<file path="src/rtl/sync_fifo_pkg.sv">
// Shared defaults for the single-clock FIFO and its storage array.
package sync_fifo_pkg;

  localparam int DEFAULT_DATA_WIDTH = 8;
  localparam int DEFAULT_ADDR_WIDTH = 3;

  // Number of entries for a given pointer width.
  function automatic int depth_of(input int addr_width);
    return 1 << addr_width;
  endfunction

endpackage : sync_fifo_pkg

</file>
<file path="src/rtl/sync_fifo_mem.sv">
// Simple dual-port register array: synchronous write port, registered read port.
module sync_fifo_mem
  import sync_fifo_pkg::*;
#(
  parameter int DATA_WIDTH = DEFAULT_DATA_WIDTH,
  parameter int ADDR_WIDTH = DEFAULT_ADDR_WIDTH
) (
  input  logic                  clk,
  input  logic                  rst_n,
  input  logic                  we,
  input  logic [ADDR_WIDTH-1:0] waddr,
  input  logic [DATA_WIDTH-1:0] wdata,
  input  logic                  re,
  input  logic [ADDR_WIDTH-1:0] raddr,
  output logic [DATA_WIDTH-1:0] rdata
);

  localparam int DEPTH = depth_of(ADDR_WIDTH);

  logic [DATA_WIDTH-1:0] mem [DEPTH];

  // Storage write port.
  // NOTE: the array has no reset so it maps onto plain flops/RAM; stale
  // contents are never observable because count gates every read.
  always_ff @(posedge clk) begin
    if (we) begin
      mem[waddr] <= wdata;
    end
  end

  // Registered read port; holds its last value when no read is requested.
  // NOTE: non-blocking assignment here means a same-edge write to the read
  // address returns the old word, which is what the FIFO ordering needs.
  always_ff @(posedge clk or negedge rst_n) begin
    if (!rst_n) begin
      rdata <= '0;
    end else if (re) begin
      rdata <= mem[raddr];
    end
  end

endmodule : sync_fifo_mem

</file>
<file path="src/rtl/sync_fifo.sv">
// Single-clock FIFO with registered read data, count-based full/empty flags
// and one-cycle overflow/underflow error pulses.
module sync_fifo
  import sync_fifo_pkg::*;
#(
  parameter int DATA_WIDTH = DEFAULT_DATA_WIDTH,
  parameter int ADDR_WIDTH = DEFAULT_ADDR_WIDTH
) (
  input  logic                  clk,
  input  logic                  rst_n,
  input  logic                  wr_en,
  input  logic [DATA_WIDTH-1:0] data_in,
  input  logic                  rd_en,
  output logic [DATA_WIDTH-1:0] data_out,
  output logic                  data_valid,
  output logic                  full,
  output logic                  empty,
  output logic [ADDR_WIDTH:0]   count,
  output logic                  overflow,
  output logic                  underflow
);

  // Count value meaning "every entry occupied".
  localparam logic [ADDR_WIDTH:0] FULL_COUNT = {1'b1, {ADDR_WIDTH{1'b0}}};

  logic [ADDR_WIDTH-1:0] wr_ptr;
  logic [ADDR_WIDTH-1:0] rd_ptr;
  logic [ADDR_WIDTH:0]   count_next;
  logic                  wr_accept;
  logic                  rd_accept;

  // Requests are qualified by the registered (pre-edge) flags only.
  assign wr_accept = wr_en && !full;
  assign rd_accept = rd_en && !empty;

  // Next occupancy: simultaneous accepted push and pop cancel out.
  // NOTE: the default is assigned first so every path drives count_next and
  // no latch is inferred.
  always_comb begin
    count_next = count;
    case ({wr_accept, rd_accept})
      2'b10:   count_next = count + 1'b1;
      2'b01:   count_next = count - 1'b1;
      default: count_next = count;
    endcase
  end

  // Pointers, occupancy, flags and error pulses.
  always_ff @(posedge clk or negedge rst_n) begin
    if (!rst_n) begin
      wr_ptr     <= '0;
      rd_ptr     <= '0;
      count      <= '0;
      full       <= 1'b0;
      empty      <= 1'b1;
      data_valid <= 1'b0;
      overflow   <= 1'b0;
      underflow  <= 1'b0;
    end else begin
      if (wr_accept) wr_ptr <= wr_ptr + 1'b1;
      if (rd_accept) rd_ptr <= rd_ptr + 1'b1;
      count      <= count_next;
      full       <= (count_next == FULL_COUNT);
      empty      <= (count_next == '0);
      data_valid <= rd_accept;
      overflow   <= wr_en && full;
      underflow  <= rd_en && empty;
    end
  end

  sync_fifo_mem #(
    .DATA_WIDTH (DATA_WIDTH),
    .ADDR_WIDTH (ADDR_WIDTH)
  ) u_mem (
    .clk   (clk),
    .rst_n (rst_n),
    .we    (wr_accept),
    .waddr (wr_ptr),
    .wdata (data_in),
    .re    (rd_accept),
    .raddr (rd_ptr),
    .rdata (data_out)
  );

endmodule : sync_fifo

</file>
<file path="config.mk">
export PLATFORM = sky130hd
export DESIGN_NAME = sync_fifo
export DESIGN_NICKNAME = d
export VERILOG_FILES = /design/src/rtl/sync_fifo_pkg.sv /design/src/rtl/sync_fifo_mem.sv /design/src/rtl/sync_fifo.sv
export SDC_FILE = /design/constraint.sdc
export NUM_CORES = 1
export LEC_CHECK = 0
export CORE_MARGIN = 2
export CORE_UTILIZATION = 35
export CTS_CLUSTER_SIZE = 28
export DETAILED_ROUTE_END_ITERATION = 8
export PLACE_DENSITY_LB_ADDON = 0.15
export SLEW_MARGIN = 25
export SYNTH_ARGS = -nofsm -noshare
export SYNTH_HDL_FRONTEND = slang
export SYNTH_HIERARCHICAL = 1
export SYNTH_SLANG_ARGS = --single-unit
</file>
<file path="constraint.sdc">
create_clock -name clk -period 2.03 [get_ports clk]
set_input_delay 0.203 -clock clk [delete_from_list [all_inputs] [get_ports clk]]
set_output_delay 0.203 -clock clk [all_outputs]
set_load 0.005 [all_outputs]
</file>
# ---- Word-level counts from Yosys, hierarchy flattened
# Memory sizes are Yosys's and may differ from the RTL's. A register that Yosys moved wholly into a read port is not among the register bits.
# Index checks and enable logic that the tools add are counted.
dict set report word_totals {
  ff_bits 15
  ram_bits 64
  out_inout_bits 17
  elab_cells 27
  mem_count 1
}
dict set report classes {
  add_sub_neg 4
  n_eq_ne 3
  mux 3
  reduce_logical 8
}
# memory words width rd rd_clocked_by_memory_dff wr line_no
set memory_table {}
lappend memory_table {u_mem.mem 8 8 1 1 1 sync_fifo_mem.sv:20} ;# logic [DATA_WIDTH-1:0] mem [DEPTH];
# operator count
set ops {}
lappend ops {{case mux 4 bit (2 select lines)} 1}
lappend ops {{adder 3 x 1 -> 3 bit (second input constant)} 2}
lappend ops {{adder 4 x 1 -> 4 bit (second input constant)} 1}
lappend ops {{== test 4 bit (second input constant)} 1}
lappend ops {{logical AND 1 bit} 4}
lappend ops {{zero test 4 bit} 1}
lappend ops {{subtractor 4 x 1 -> 4 bit (second input constant)} 1}
lappend ops {{zero test 1 bit} 3}
lappend ops {{== test 2 x 1 -> 1 bit (second input constant)} 1}
lappend ops {{== test 2 bit (second input constant)} 1}
lappend ops {{two-way mux 1 bit} 2}

# ---- Longest topological paths before layout
dict set report depth {
  depth_word 5
  mapped_depth 9
}

# ---- By module
# The synthesis kept the hierarchy.
# mod instances cells_each area_per_inst_um2 seq_area_each_um2
set by_module_without_submodules {}
lappend by_module_without_submodules {sync_fifo_mem 1 169 2861.5 2122.0}
lappend by_module_without_submodules {sync_fifo 1 62 777.0 376.6}

# ---- Worst setup path after synthesis
# Ideal clock, no wire load.
dict set report synth_path {
  path_kind {reg2reg}
  start {reg empty}
  end {reg full}
  setup_time_ps 65
  arrival_time_ps 1833
  slack_ps 132
  path_stages_with_launch 10
  path_cell_list {dfstp_2 > nor2b_4 > clkbuf_8 > nand2_1 > xnor2_1 > ha_1 > a21oi_1 > xnor2_2 > mux2i_1 > o211a_1}
}
dict set report synth_via {
  elab_chain_len 5
  word_cells_on_any_way 6
}
# element line_no
set synth_rtl {}
lappend synth_rtl {{start, declared} sync_fifo.sv:17} ;# output logic empty,
lappend synth_rtl {{start signal, assigned} sync_fifo.sv:64} ;# empty <= (count_next == '0);
lappend synth_rtl {{zero test 1 bit (*)} sync_fifo.sv:34} ;# assign rd_accept = rd_en && !empty;
lappend synth_rtl {{logical AND 1 bit (*)} sync_fifo.sv:34}
lappend synth_rtl {{named net rd_accept} sync_fifo.sv:30} ;# logic rd_accept;
lappend synth_rtl {{== test 2 x 1 -> 1 bit or == test 2 bit (tied branches)} sync_fifo.sv:41} ;# case ({wr_accept, rd_accept})
lappend synth_rtl {{case mux 4 bit (2 select lines) (*)} sync_fifo.sv:41}
lappend synth_rtl {{== test 4 bit (*)} sync_fifo.sv:63} ;# full <= (count_next == FULL_COUNT);
lappend synth_rtl {{end signal, assigned} sync_fifo.sv:63}
lappend synth_rtl {{end, declared} sync_fifo.sv:16} ;# output logic full,
# The timed path passes the listed nets; every way through them passes the cells marked *.
# A chain may end at the register's enable or synchronous reset.

# ---- Worst setup path after layout
dict set report layout_path {
  start {reg empty}
  end {reg full}
}
dict set report layout_via {
  elab_chain_len 5
  word_cells_on_any_way 6
}
# element line_no
set layout_rtl {}
lappend layout_rtl {{zero test 1 bit (*)} sync_fifo.sv:34}
lappend layout_rtl {{logical AND 1 bit (*)} sync_fifo.sv:34}
lappend layout_rtl {{== test 2 x 1 -> 1 bit or == test 2 bit (tied branches)} sync_fifo.sv:41}
lappend layout_rtl {{case mux 4 bit (2 select lines) (*)} sync_fifo.sv:41}
lappend layout_rtl {{== test 4 bit (*)} sync_fifo.sv:63}
# Every way passes the cells marked *; elsewhere a longest branch is shown, timed or not.

==> impl_results.md <==
* Global-route usage over all layers at 0.144
* Yosys top cell by area: edfxtp_1
* Yosys warning count at 6
* Clock buffer depth at 2
* Hold Crit Class: in2async
* Main area contributors after synthesis: edfxtp_1 53%, dfrtp_1 15%, mux2i_1 6.9%
* # diodes at 0
* Mapped Area at 0.00364 mm²
* Post-route DRC at 0
* Die Ht at 106 µm
* Ys flop type: edfxtp_1
* Htree depth at 3
* Post-Syn Instances at 231
* P per Cell Area at 1450 mW/mm²
* First-pass GRT wire length at 11500 µm
* CTS tree: yes
* Post-synth EDFFs at 64
* DRT Pass-1 Iters at 4
* Fraction of layout cells with a size suffix above 1 at 0.170
* Register area share after synthesis at 0.687
* Gpl congestion at 0.726
* Clock latency on the worst-skew pair at 0.37 ns
* Critical path origin: empty
* Core Rows at 37
* RSZ-0062 raised after global routing: false
* Detailed Route WL at 7410 µm
* WP data required at 2.33 ns
* CP arrival at 2.19 ns
* Fin worst setup slack at 0.141 ns
* Routed len/inst at 17.7 µm
* Setup violations, final at 0
* Final core utilization at 0.428
* Vias in the first global route at 2014
* Layout fillers at 940
* Effective utilization at floorplan at 0.356
* DP Worst Slack at -0.160 ns
* Total CTS buffers at 9
* Critical path type: reg2reg
* Tcrit/Tclk final at 0.930
* CTS clk-pin slew, worst paths at 0.09 ns
* Peak VDD IR at 0.426 mV
* DP Area at 0.00415 mm²
* Detailed Place HPWL at 4650 µm
* Layout Nets at 294
* CTS root buf: clkbuf_8
* Synthesized area per cell at 15.8 µm²
* Pwr Total at 6.36 mW
* Die W at 106 µm
* CP max FO at 4
* FF-to-FF Start: empty
* Die area at 0.0112 mm²
* Final hold vios at 0
* Area occupied by multi-input gates at 0.00103 mm²
* Yosys reg bits at 87
* Port bufs at 28
* Core area at 0.0102 mm²
* Run status: completed
* Slew @ Worst Pin at 0.430 ns
* Area share of the largest cell type after synthesis at 0.528
* Vias after detailed routing at 2017
* Asr flop ratio synth at 0.264
* Leak at 1.66 nW
* Final Max Tran Viols at 0
* Initial antenna violation count at 0
* Final Hold Slack at 0.194 ns
* Synth cell types at 43
* Setup Skew at 0.0135 ns
* Antenna viol nets, final at 0
* Post-Syn Nets at 247
* Reg area at 0.00250 mm²
* Drt first-iter violations at 92
* Slew headroom at 0.713
* # clock sinks at 87
* CTS Hold Bufs at 0
* CP Capture Type: flop
* Synth-to-Final Area Change at 20.4%
* Min cycle time layout at 1.89 ns
* Vias per inst at 4.81
* Critical Path Source Type: flop
* Post-route cell area at 0.00438 mm²
* I/O pins at 29
* Max frequency at 529 MHz
* Grt total ovfl at 0
* Max Cap Violations at 0
* Pin count of the biggest net entering global routing at 24
repair_timing:
action	in CTS	in global routing
buffers inserted	0	1
resized for setup	0	3
setup endpoints to repair	0	1
cells in the final DEF (no fill, tap or decap), drive strengths merged, types with 2 or more instances in the layout:
cell type	count
a41o	8
nor3	2
nand2b	6
a211o	8
edfxtp	64
ha	4
and2	2
inv	3
a21oi	2
dfrtp	22
nor2b	18
nand2	8
nand3	8
clkinvlp	2
a22oi	8
nor2	8
xor2	2
mux2i	25
clkdlybuf4s50	28
buf	20
bufinv	2
nor4b	2
xnor2	7
clkbuf	11
o211a	2
mux2	2
path summary, 6_finish.rpt:
| path | endpoint | slack (ns) | depth (start not counted) |
|---|---|---|---|
| max | full | 0.14 | 9 |
| min | u_mem/rdata[5] | 0.19 | 2 |
| max reg2reg | full | 0.14 | 9 |
| min in group clk | underflow | 0.45 | 2 |
| min reg2reg | wr_ptr[2] | 0.51 | 1 |
| max in group asynchronous | empty | 1.54 | 2 |
critical path, cell delays in order (launching register included):
cell and delay [ns]:
dfstp_2 0.57, buf_4 0.12, nor2b_4 0.03, nand2_1 0.09, xnor2_1 0.08, ha_1 0.20, a21oi_2 0.15, xnor2_2 0.14
mux2i_1 0.28, o211a_1 0.17
sequential cells by signal, indices dropped and copies added (netlist names), 3 cells and up:
signal / flops
wr_ptr: 3
u_mem/rdata: 8
rd_ptr: 3
u_mem/mem: 64
count: 4
power by group:
| part | internal (mW) | total (mW) | switching [mW] | leakage [nW] |
|---|---|---|---|---|
| registers | 2.36 | 2.72 | 0.359 | 0.857 |
| clock network | 0.696 | 1.32 | 0.626 | 0.0998 |
| logic | 1.22 | 2.31 | 1.09 | 0.701 |
Yosys cell counts, types with 2 or more instances:
library cell	n
edfxtp_1	64
mux2i_1	25
dfrtp_1	22
nor2b_1	17
a211o_1	8
a22oi_1	8
a41o_1	8
nand2_1	8
nand3_1	8
nor2_1	7
xnor2_1	6
nand2b_1	5
buf_6	4
ha_1	4
and2_1	2
buf_2	2
buf_4	2
inv_1	2
mux2_2	2
nor3_1	2
o211a_1	2
xor2_1	2
metrics by stage:
| step | setup TNS [ns] | std cells |
|---|---|---|
| global placement | -0.0889 | 402 |
| CTS | 0 | 418 |
| detailed placement | -0.271 | 402 |
| global route | 0 | 419 |
| finish | 0 | 419 |
| floorplan | 0 | 231 |
routing by layer:
layer,share of wire,GRT usage,vias up
met3,0.030,0.0380,7
met1,0.48,0.193,1020
met5,0,0,-
li1,-,-,966
met2,0.47,0.221,24
met4,0.016,0.0620,0
final cells by class:
cell class,instances,area share
Sequential cell,87,0.571
Multi-Input combinational cell,129,0.235
Timing Repair Buffer,48,0.104
Tap cell,136,0.0388
Clock buffer,11,0.0300
Clock inverter,5,0.0191
Inverter,3,0.00257
logic make-up (layout without fill, tap and decap cells):
family,count (synthesis),after routing,synth area share
fa+ha+maj,4,4,0.0138
compound gates,30,30,0.0712
xor+xnor,9,9,0.0237
simple gates,59,59,0.0973
mux,27,27,0.0750
flops,87,87,0.687
buf+inv,15,67,0.0323
Power figures use the tool's default switching activity.
